**src/rtl/in_port_scheduler.sv**
```systemverilog
// Round-robin scheduler sharing one synchronous-read input memory among N_PORTS input ports.
// Define IN_PORT_SCHED_PRIO_EN to replace round-robin with fixed lowest-index priority.
module in_port_scheduler #(
    parameter int unsigned N_PORTS = 4,
    parameter int unsigned ADDR_W  = 10,
    parameter int unsigned CNT_W   = 10,
    parameter int unsigned BURST   = 8
) (
    input  logic                       clk,
    input  logic                       rst,
    input  logic                       start,
    input  logic [N_PORTS-1:0]         port_mask,
    input  logic [N_PORTS*ADDR_W-1:0]  port_base,
    input  logic [N_PORTS*CNT_W-1:0]   port_size,
    input  logic [N_PORTS-1:0]         rdy,
    output logic                       mem_en,
    output logic [ADDR_W-1:0]          mem_addr,
    output logic [N_PORTS-1:0]         send,
    output logic [$clog2(N_PORTS)-1:0] sel,
    output logic                       free,
    output logic                       busy,
    output logic                       done
);
    localparam int unsigned       SEL_W    = $clog2(N_PORTS);
    localparam logic [CNT_W-1:0]  BURST_C  = CNT_W'(BURST);
    localparam logic [SEL_W-1:0]  LAST_RST = SEL_W'(N_PORTS - 1);

    typedef enum logic [2:0] {S_IDLE, S_ARB, S_READ, S_FREE, S_DONE} state_t;
    state_t state, state_nx;

    logic [N_PORTS-1:0] mask_q;
    logic [CNT_W-1:0]   cnt [N_PORTS];
    logic [CNT_W-1:0]   bcnt;
    logic [SEL_W-1:0]   sel_q;
    logic [SEL_W-1:0]   last_q;
    logic [N_PORTS-1:0] send_q;

    logic [ADDR_W-1:0]  base_a [N_PORTS];
    logic [CNT_W-1:0]   size_a [N_PORTS];
    logic [N_PORTS-1:0] pending;
    logic [N_PORTS-1:0] sel_oh;
    logic               any_pending;
    logic               hit;
    logic [SEL_W-1:0]   grant_idx;
    logic [ADDR_W-1:0]  base_sel;
    logic [CNT_W-1:0]   cnt_sel, size_sel, cnt_inc, bcnt_inc;
    logic               read_ok, burst_end;

    always_comb begin
        for (int unsigned i = 0; i < N_PORTS; i++) begin
            base_a[i]  = port_base[i*ADDR_W +: ADDR_W];
            size_a[i]  = port_size[i*CNT_W +: CNT_W];
            pending[i] = mask_q[i] && (cnt[i] < size_a[i]);
        end
    end

    always_comb begin
        any_pending = |pending;
    end

    always_comb begin
`ifndef IN_PORT_SCHED_PRIO_EN
        int unsigned      idx;
        logic [SEL_W-1:0] cand;
        idx  = 0;
        cand = '0;
`endif
        hit       = 1'b0;
        grant_idx = '0;
`ifdef IN_PORT_SCHED_PRIO_EN
        for (int unsigned i = 0; i < N_PORTS; i++) begin
            if (!hit && pending[SEL_W'(i)] && rdy[SEL_W'(i)]) begin
                hit       = 1'b1;
                grant_idx = SEL_W'(i);
            end
        end
`else
        // Walk last+1 .. last+N_PORTS modulo N_PORTS; first pending ready port wins.
        for (int unsigned k = 1; k <= N_PORTS; k++) begin
            idx = 32'(last_q) + k;
            if (idx >= N_PORTS)
                idx = idx - N_PORTS;
            cand = SEL_W'(idx);
            if (!hit && pending[cand] && rdy[cand]) begin
                hit       = 1'b1;
                grant_idx = cand;
            end
        end
`endif
    end

    always_comb begin
        sel_oh        = '0;
        sel_oh[sel_q] = 1'b1;
        base_sel      = base_a[sel_q];
        cnt_sel       = cnt[sel_q];
        size_sel      = size_a[sel_q];
        cnt_inc       = cnt_sel + 1'b1;
        bcnt_inc      = bcnt + 1'b1;
        read_ok       = (state == S_READ) && rdy[sel_q] && (bcnt < BURST_C) && (cnt_sel < size_sel);
        // Exit on post-increment values so the last permitted word goes straight to FREE.
        burst_end     = (bcnt_inc == BURST_C) || (cnt_inc == size_sel);
    end

    always_comb begin
        state_nx = state;
        mem_en   = 1'b0;
        mem_addr = '0;
        free     = 1'b0;
        busy     = 1'b0;
        done     = 1'b0;
        case (state)
            S_IDLE: begin
                if (start)
                    state_nx = S_ARB;
            end
            S_ARB: begin
                busy = 1'b1;
                if (!any_pending)
                    state_nx = S_DONE;
                else if (hit)
                    state_nx = S_READ;
            end
            S_READ: begin
                busy = 1'b1;
                if (read_ok) begin
                    mem_en   = 1'b1;
                    mem_addr = base_sel + ADDR_W'(cnt_sel);
                    state_nx = burst_end ? S_FREE : S_READ;
                end else begin
                    state_nx = S_FREE;
                end
            end
            S_FREE: begin
                busy     = 1'b1;
                free     = 1'b1;
                state_nx = S_ARB;
            end
            S_DONE: begin
                done     = 1'b1;
                state_nx = S_IDLE;
            end
            default: state_nx = S_IDLE;
        endcase
    end

    always_ff @(posedge clk or posedge rst) begin
        if (rst) begin
            state  <= S_IDLE;
            mask_q <= '0;
            bcnt   <= '0;
            sel_q  <= '0;
            last_q <= LAST_RST;
            send_q <= '0;
            for (int unsigned i = 0; i < N_PORTS; i++)
                cnt[i] <= '0;
        end else begin
            state  <= state_nx;
            // Memory data arrives one cycle after the read enable.
            send_q <= read_ok ? sel_oh : '0;
            case (state)
                S_IDLE: begin
                    if (start) begin
                        mask_q <= port_mask;
                        for (int unsigned i = 0; i < N_PORTS; i++)
                            cnt[i] <= '0;
                    end
                end
                S_ARB: begin
                    if (any_pending && hit) begin
                        sel_q <= grant_idx;
                        bcnt  <= '0;
                    end
                end
                S_READ: begin
                    if (read_ok) begin
                        cnt[sel_q] <= cnt_inc;
                        bcnt       <= bcnt_inc;
                    end
                end
                S_FREE: last_q <= sel_q;
                default: ;
            endcase
        end
    end

    always_comb begin
        send = send_q;
        sel  = sel_q;
    end

endmodule

```
**config.mk**
```make
export PLATFORM = sky130hd
export DESIGN_NAME = in_port_scheduler
export DESIGN_NICKNAME = d
export VERILOG_FILES = /design/src/rtl/in_port_scheduler.sv
export SDC_FILE = /design/constraint.sdc
export NUM_CORES = 1
export LEC_CHECK = 0
export ABC_CLOCK_PERIOD_IN_PS = 9370
export BUFFER_PORTS_ARGS = -buffer_cell sky130_fd_sc_hd__buf_2
export CORE_UTILIZATION = 37
export CTS_CLUSTER_SIZE = 12
export DETAILED_ROUTE_END_ITERATION = 6
export GPL_ROUTABILITY_DRIVEN = 0
export GPL_TIMING_DRIVEN = 0
export PLACE_DENSITY = 0.65
export SLEW_MARGIN = 40
export SYNTH_ARGS = -nofsm -noshare
export SYNTH_HDL_FRONTEND = slang
export SYNTH_SLANG_ARGS = --single-unit
```
**constraint.sdc**
```tcl
create_clock -name clk -period 9.37 [get_ports clk]
set_input_delay 0.937 -clock clk [delete_from_list [all_inputs] [get_ports clk]]
set_output_delay 0.937 -clock clk [all_outputs]
set_load 0.05 [all_outputs]
```
* Yosys cells after proc, flatten, opt, wreduce, memory -nomap -nowiden
Cells that the tools add are included.
** Operators by class
- Reductions and logical operators :: 31
- Equal/unequal tests :: 10
- Muxes and demuxes :: 64
- $lt $le $gt $ge :: 18
- Bitwise operators :: 1
- Add/sub/neg operators :: 11
** Operators by type and width (count)
- $mux 10 :: 11
- $mux 40 :: 2
- $pmux 40 s2 :: 1
- $bmux 10 s2 :: 3
- $lt 10x10->1 :: 5
- $bwmux 40 :: 1
- $mux 1 :: 21
- $add 10x1->10 const B :: 2
- $demux 10 s2 :: 1
- $pmux 10 s2 :: 1
- $bmux 1 s2 :: 9
- $logic_and 1x1->1 :: 17
- $mux 2 :: 8
- $lt 2x3->1 const B :: 5
- $ge 3x3->1 const B :: 4
- $pmux 3 s4 :: 1
- $add 10x10->10 :: 1
- $eq 10x10->1 :: 1
- $eq 10x4->1 const B :: 1
- $lt 10x4->1 const B :: 1
- $mux 3 :: 3
- $sub 2x1->2 const B :: 4
- $add 2x2->3 const B :: 2
- $eq 3x2->1 const B :: 2
- 20 further kinds :: 28
** Storage, ports and cells
- Output and inout port bits :: 20
- Bits of input ports :: 91
- Logic and storage cells :: 145
- Bits in registers :: 65

* Depth between registers and ports, before layout
- Depth after elaboration :: 22
- Gate-level depth with buffers :: 17
- Depth with buffers taken out :: 12

* Worst setup path after synthesis
Ideal clock, no wire load.
- Path type :: flip-flop to output port
- Start :: reg sel_q[0], in the netlist sel[0]
- End :: out mem_addr[9]
- Data required time :: 8433 ps
- Arrival :: 4222 ps
- Stages on the path, launching flop included :: 15
- Setup slack :: 4211 ps
- Cell sequence :: dfrtp_1 -> buf_6 -> buf_12 -> buf_2 -> buf_2 -> mux4_2 -> ha_1 -> a21o_1 -> a21oi_1 -> o21bai_1 -> a2111oi_0 -> nor3_1 -> a31oi_1 -> xnor2_1 -> nor2_1
** On the way
- Longest elaborated chain between the ends :: 8
- Elaborated cells between the ends (all ways) :: 19
** Ends and longest elaborated chain
- start: declaration :: line 34 : logic [SEL_W-1:0] sel_q;
- start signal: assignment :: line 171 : sel_q <= grant_idx;
- $not 2->3 (implied by the code) :: line 95, 96, 97
- $bmux 10 s2 (on tied branches) :: line 96, 97
- $mux 10 (on tied branches) (2 in series) :: line 96, 97
- $lt 10x10->1 :: line 100 : read_ok = (state == S_READ) && rdy[sel_q] && (bcnt < BURST_C) && (cnt_sel < size_sel);
- $logic_and 1x1->1 :: line 100
- $mux 10 (*) :: line 126 : if (read_ok) begin
- $mux 10 (*) :: line 112 : case (state)
- end: declaration :: line 17 : output logic [ADDR_W-1:0] mem_addr,
Mark *: on every way between the ends. The rest lies on a longest branch, timed or not. The select of a mux whose other input is x is not followed.

* Final worst setup path
- Start :: reg sel_q[1], in the netlist sel[1]
- End :: out mem_addr[2]
The elaborated chain is that of the path after synthesis.

==> impl_metrics.ini <==
[job]
max_cap_violations = 0

[yosys]
synthCells = 532
synthFlopType = dfrtp_1
synth_area_per_cell_um2 = 10.4
ys_async_sr_fraction_pct = 100
synth_nets = 681
ys_warn_count = 0
synth-seq-cells = 65
ys_seq_area_share_pct = 29.4
netlist_area_um2 = 5540
synth_edf_count = 0
synth_cell_types = 63
synth_top_area_cell = dfrtp_1
synth_area_leaders = dfrtp_1, ha_1, mux4_2
synth_top_area_share_pct = 28.4

[sta]
post-route-min-period_ps = 6020
report.final.slew_viol_count = 0
finalSetupViolCount = 0
max_freq_ghz = 0.166
worst_pin_slew_ps = 806
clock_skew_ps = 10.8
holdWs_ps = 507
rsz0062_at_grt = false
setup_ws_ps = 3350
finalHoldViolCount = 0
setup_tns_ps = 0
finalCritPeriodShare_pct = 64.3
relSlewSlack_pct = 46.2

[floorplan]
die_width_um = 124
die-area_um2 = 15500
ios = 111
fp-row-count = 44
fp.coreArea_um2 = 14600
die_h_um = 124
initial_utilization_pct = 38.0

[finish]
mostFrequentLayoutCell = buf_2
finalInstanceArea_um2 = 6640
finish.utilization_pct = 45.5
nets = 803
syn_to_final_growth_pct = 19.7
layout-drive-gt1-share_pct = 35.4
num-fill-cells = 1360
diodes = 0
mostFrequentLayoutCells = buf_2, nor2_1, inv_1
final_cells = 843

[worst_setup_path]
slowest_stage = buf_1
slowest_delay_ps = 620
path_max_fanout = 10
crit_arrival_ps = 5090
start_kind = flop
critical_path_required_ps = 8430
critPathKind = reg2out
cp_common_cell = buf_2
path_cells = clkbuf_2 > buf_2 > buf_2 > clkbuf_1 > buf_1 > mux4_2 > ha_1 > nor2b_1 > o21a_1 > o21a_1 > o211ai_1 > a31o_2 > nand2_2 > clkbuf_1 > nor2_1 > buf_2
end_kind = output port

[global_route]
grt_pass1_wl_mm = 26.3
antenna_found_initial = 0
grt_max_degree = 38
grt_use_total_pct = 22.1
first_global_vias = 4920
overflow = 0

[detailed_routing]
first_pass_iters = 5
drt_iter0_drc = 287
drt_drc_violations_left = 0
viasPerCell = 5.52
ant_nets = 0
num_vias = 4650
wl_per_cell_um = 19.5
wirelength_mm = 16.4

[clocking]
postCtsSetupBuffers = 0
cts_inserted_buffers = 9
cts_max_level = 3
cts_tree = built
cts_sinks = 65
postCtsResizedCells = 0
cts_root_buf = clkbuf_16
cts_max_path_buffers = 2
clk_latency_ps = 340
clkTransAtPathRegs_ps = 60
ctsHoldBuffers = 0

[place]
port_buffers = 110
dp.cells = 827
placed_cell_area_um2 = 6350
pre_cts_ws_ps = 3680
hpwlAfterDp_mm = 13.0

[power_and_ir_drop]
power_density_nw_per_um2 = 215
totalPowerFinal_mw = 1.43
peakVddDrop_v = 0.000100
p_leak_nw = 3.35

[hold_path]
hp-class = reg2reg

[run_status]
status = complete, no violations
==> where the power goes <==
part,internal [mW],switching (mW),total [mW]
clock network,0.192,0.131,0.323
logic,0.307,0.451,0.758
registers,0.316,0.0300,0.346
total,0.816,0.612,1.43
==> sequential cells by signal, summed over array words and instances, names as in the netlist <==
register and flops:
cnt 40, bcnt 10, mask_q 4, send 4, state 3, last_q 2
sel 2
==> cells in the mapped netlist (all sizes together) (2+ instances only) <==
| master | instances |
|---|---|
| a21oi | 18 |
| nor3 | 6 |
| nor4 | 3 |
| nor2b | 7 |
| inv | 66 |
| nand2b | 7 |
| clkbuf | 4 |
| nor3b | 2 |
| a31oi | 5 |
| o21a | 3 |
| nand3 | 7 |
| nand4 | 7 |
| mux2i | 2 |
| o21bai | 3 |
| buf | 9 |
| a211oi | 6 |
| and2 | 3 |
| a2111oi | 8 |
| a21o | 7 |
| o211ai | 2 |
| nand3b | 6 |
| xor2 | 7 |
| xnor2 | 19 |
| dfrtp | 63 |
| mux2 | 47 |
| dfstp | 2 |
| ha | 57 |
| or2 | 3 |
| nand2 | 19 |
| o21ai | 19 |
| o32ai | 2 |
| nor2 | 66 |
| and3 | 6 |
| mux4 | 31 |
==> final cells by class <==
cell class                 count  area [um^2]  share of cell area [%]
buffer                        13         81.3                    1.23
clock buffer                  11          253                    3.81
clock inverter                 5         30.0                   0.453
inverter                      66          250                    3.77
multi-input combinational    388         3590                    54.1
sequential                    65         1630                    24.6
tap                          184          230                    3.47
timing repair buffer         111          571                    8.60
==> layer usage <==
layer	up-vias	wire [um]	track usage, %	part of all wire, %
met1	2292	6920	26.7	42
li1	2158	-	-	-
met2	162	8050	37.7	49
met5	-	0	0	0
met3	38	809	4.85	4.9
met4	0	639	9.36	3.9
==> final timing paths <==
path	start	end	slack, ps	cells after the start
min in group asynchronous	rst	mask_q[3]$_DFFE_PP0P_	580	2
min reg2reg	bcnt[0]$_DFFE_PP0P_	bcnt[0]$_DFFE_PP0P_	510	1
max reg2reg	sel[1]$_DFFE_PP0P_	cnt[16]$_DFFE_PP0P_	4220	15
max in group asynchronous	rst	cnt[33]$_DFFE_PP0P_	8240	3
min	bcnt[0]$_DFFE_PP0P_	bcnt[0]$_DFFE_PP0P_	510	1
max	sel[1]$_DFFE_PP0P_	mem_addr[2]	3350	16
==> cell families after synthesis <==
family	share of synthesized area (%)
compound gates	10.3
xor+xnor	5.19
fa+ha+maj	13.2
buf+inv	5.94
flops	29.4
mux	23.0
simple gates	13.0
==> critical path: cells and delay by family (launching register included) <==
| family | cells | cell delay (ps) |
|---|---|---|
| AOI/OAI and AO/OA | 4 | 590 |
| adders and majority gates | 1 | 200 |
| buffers and inverters | 7 | 2690 |
| DFF | 1 | 340 |
| muxes | 1 | 430 |
| and+or+nand+nor | 3 | 480 |
No activity file was read; power rests on OpenSTA's default activity.
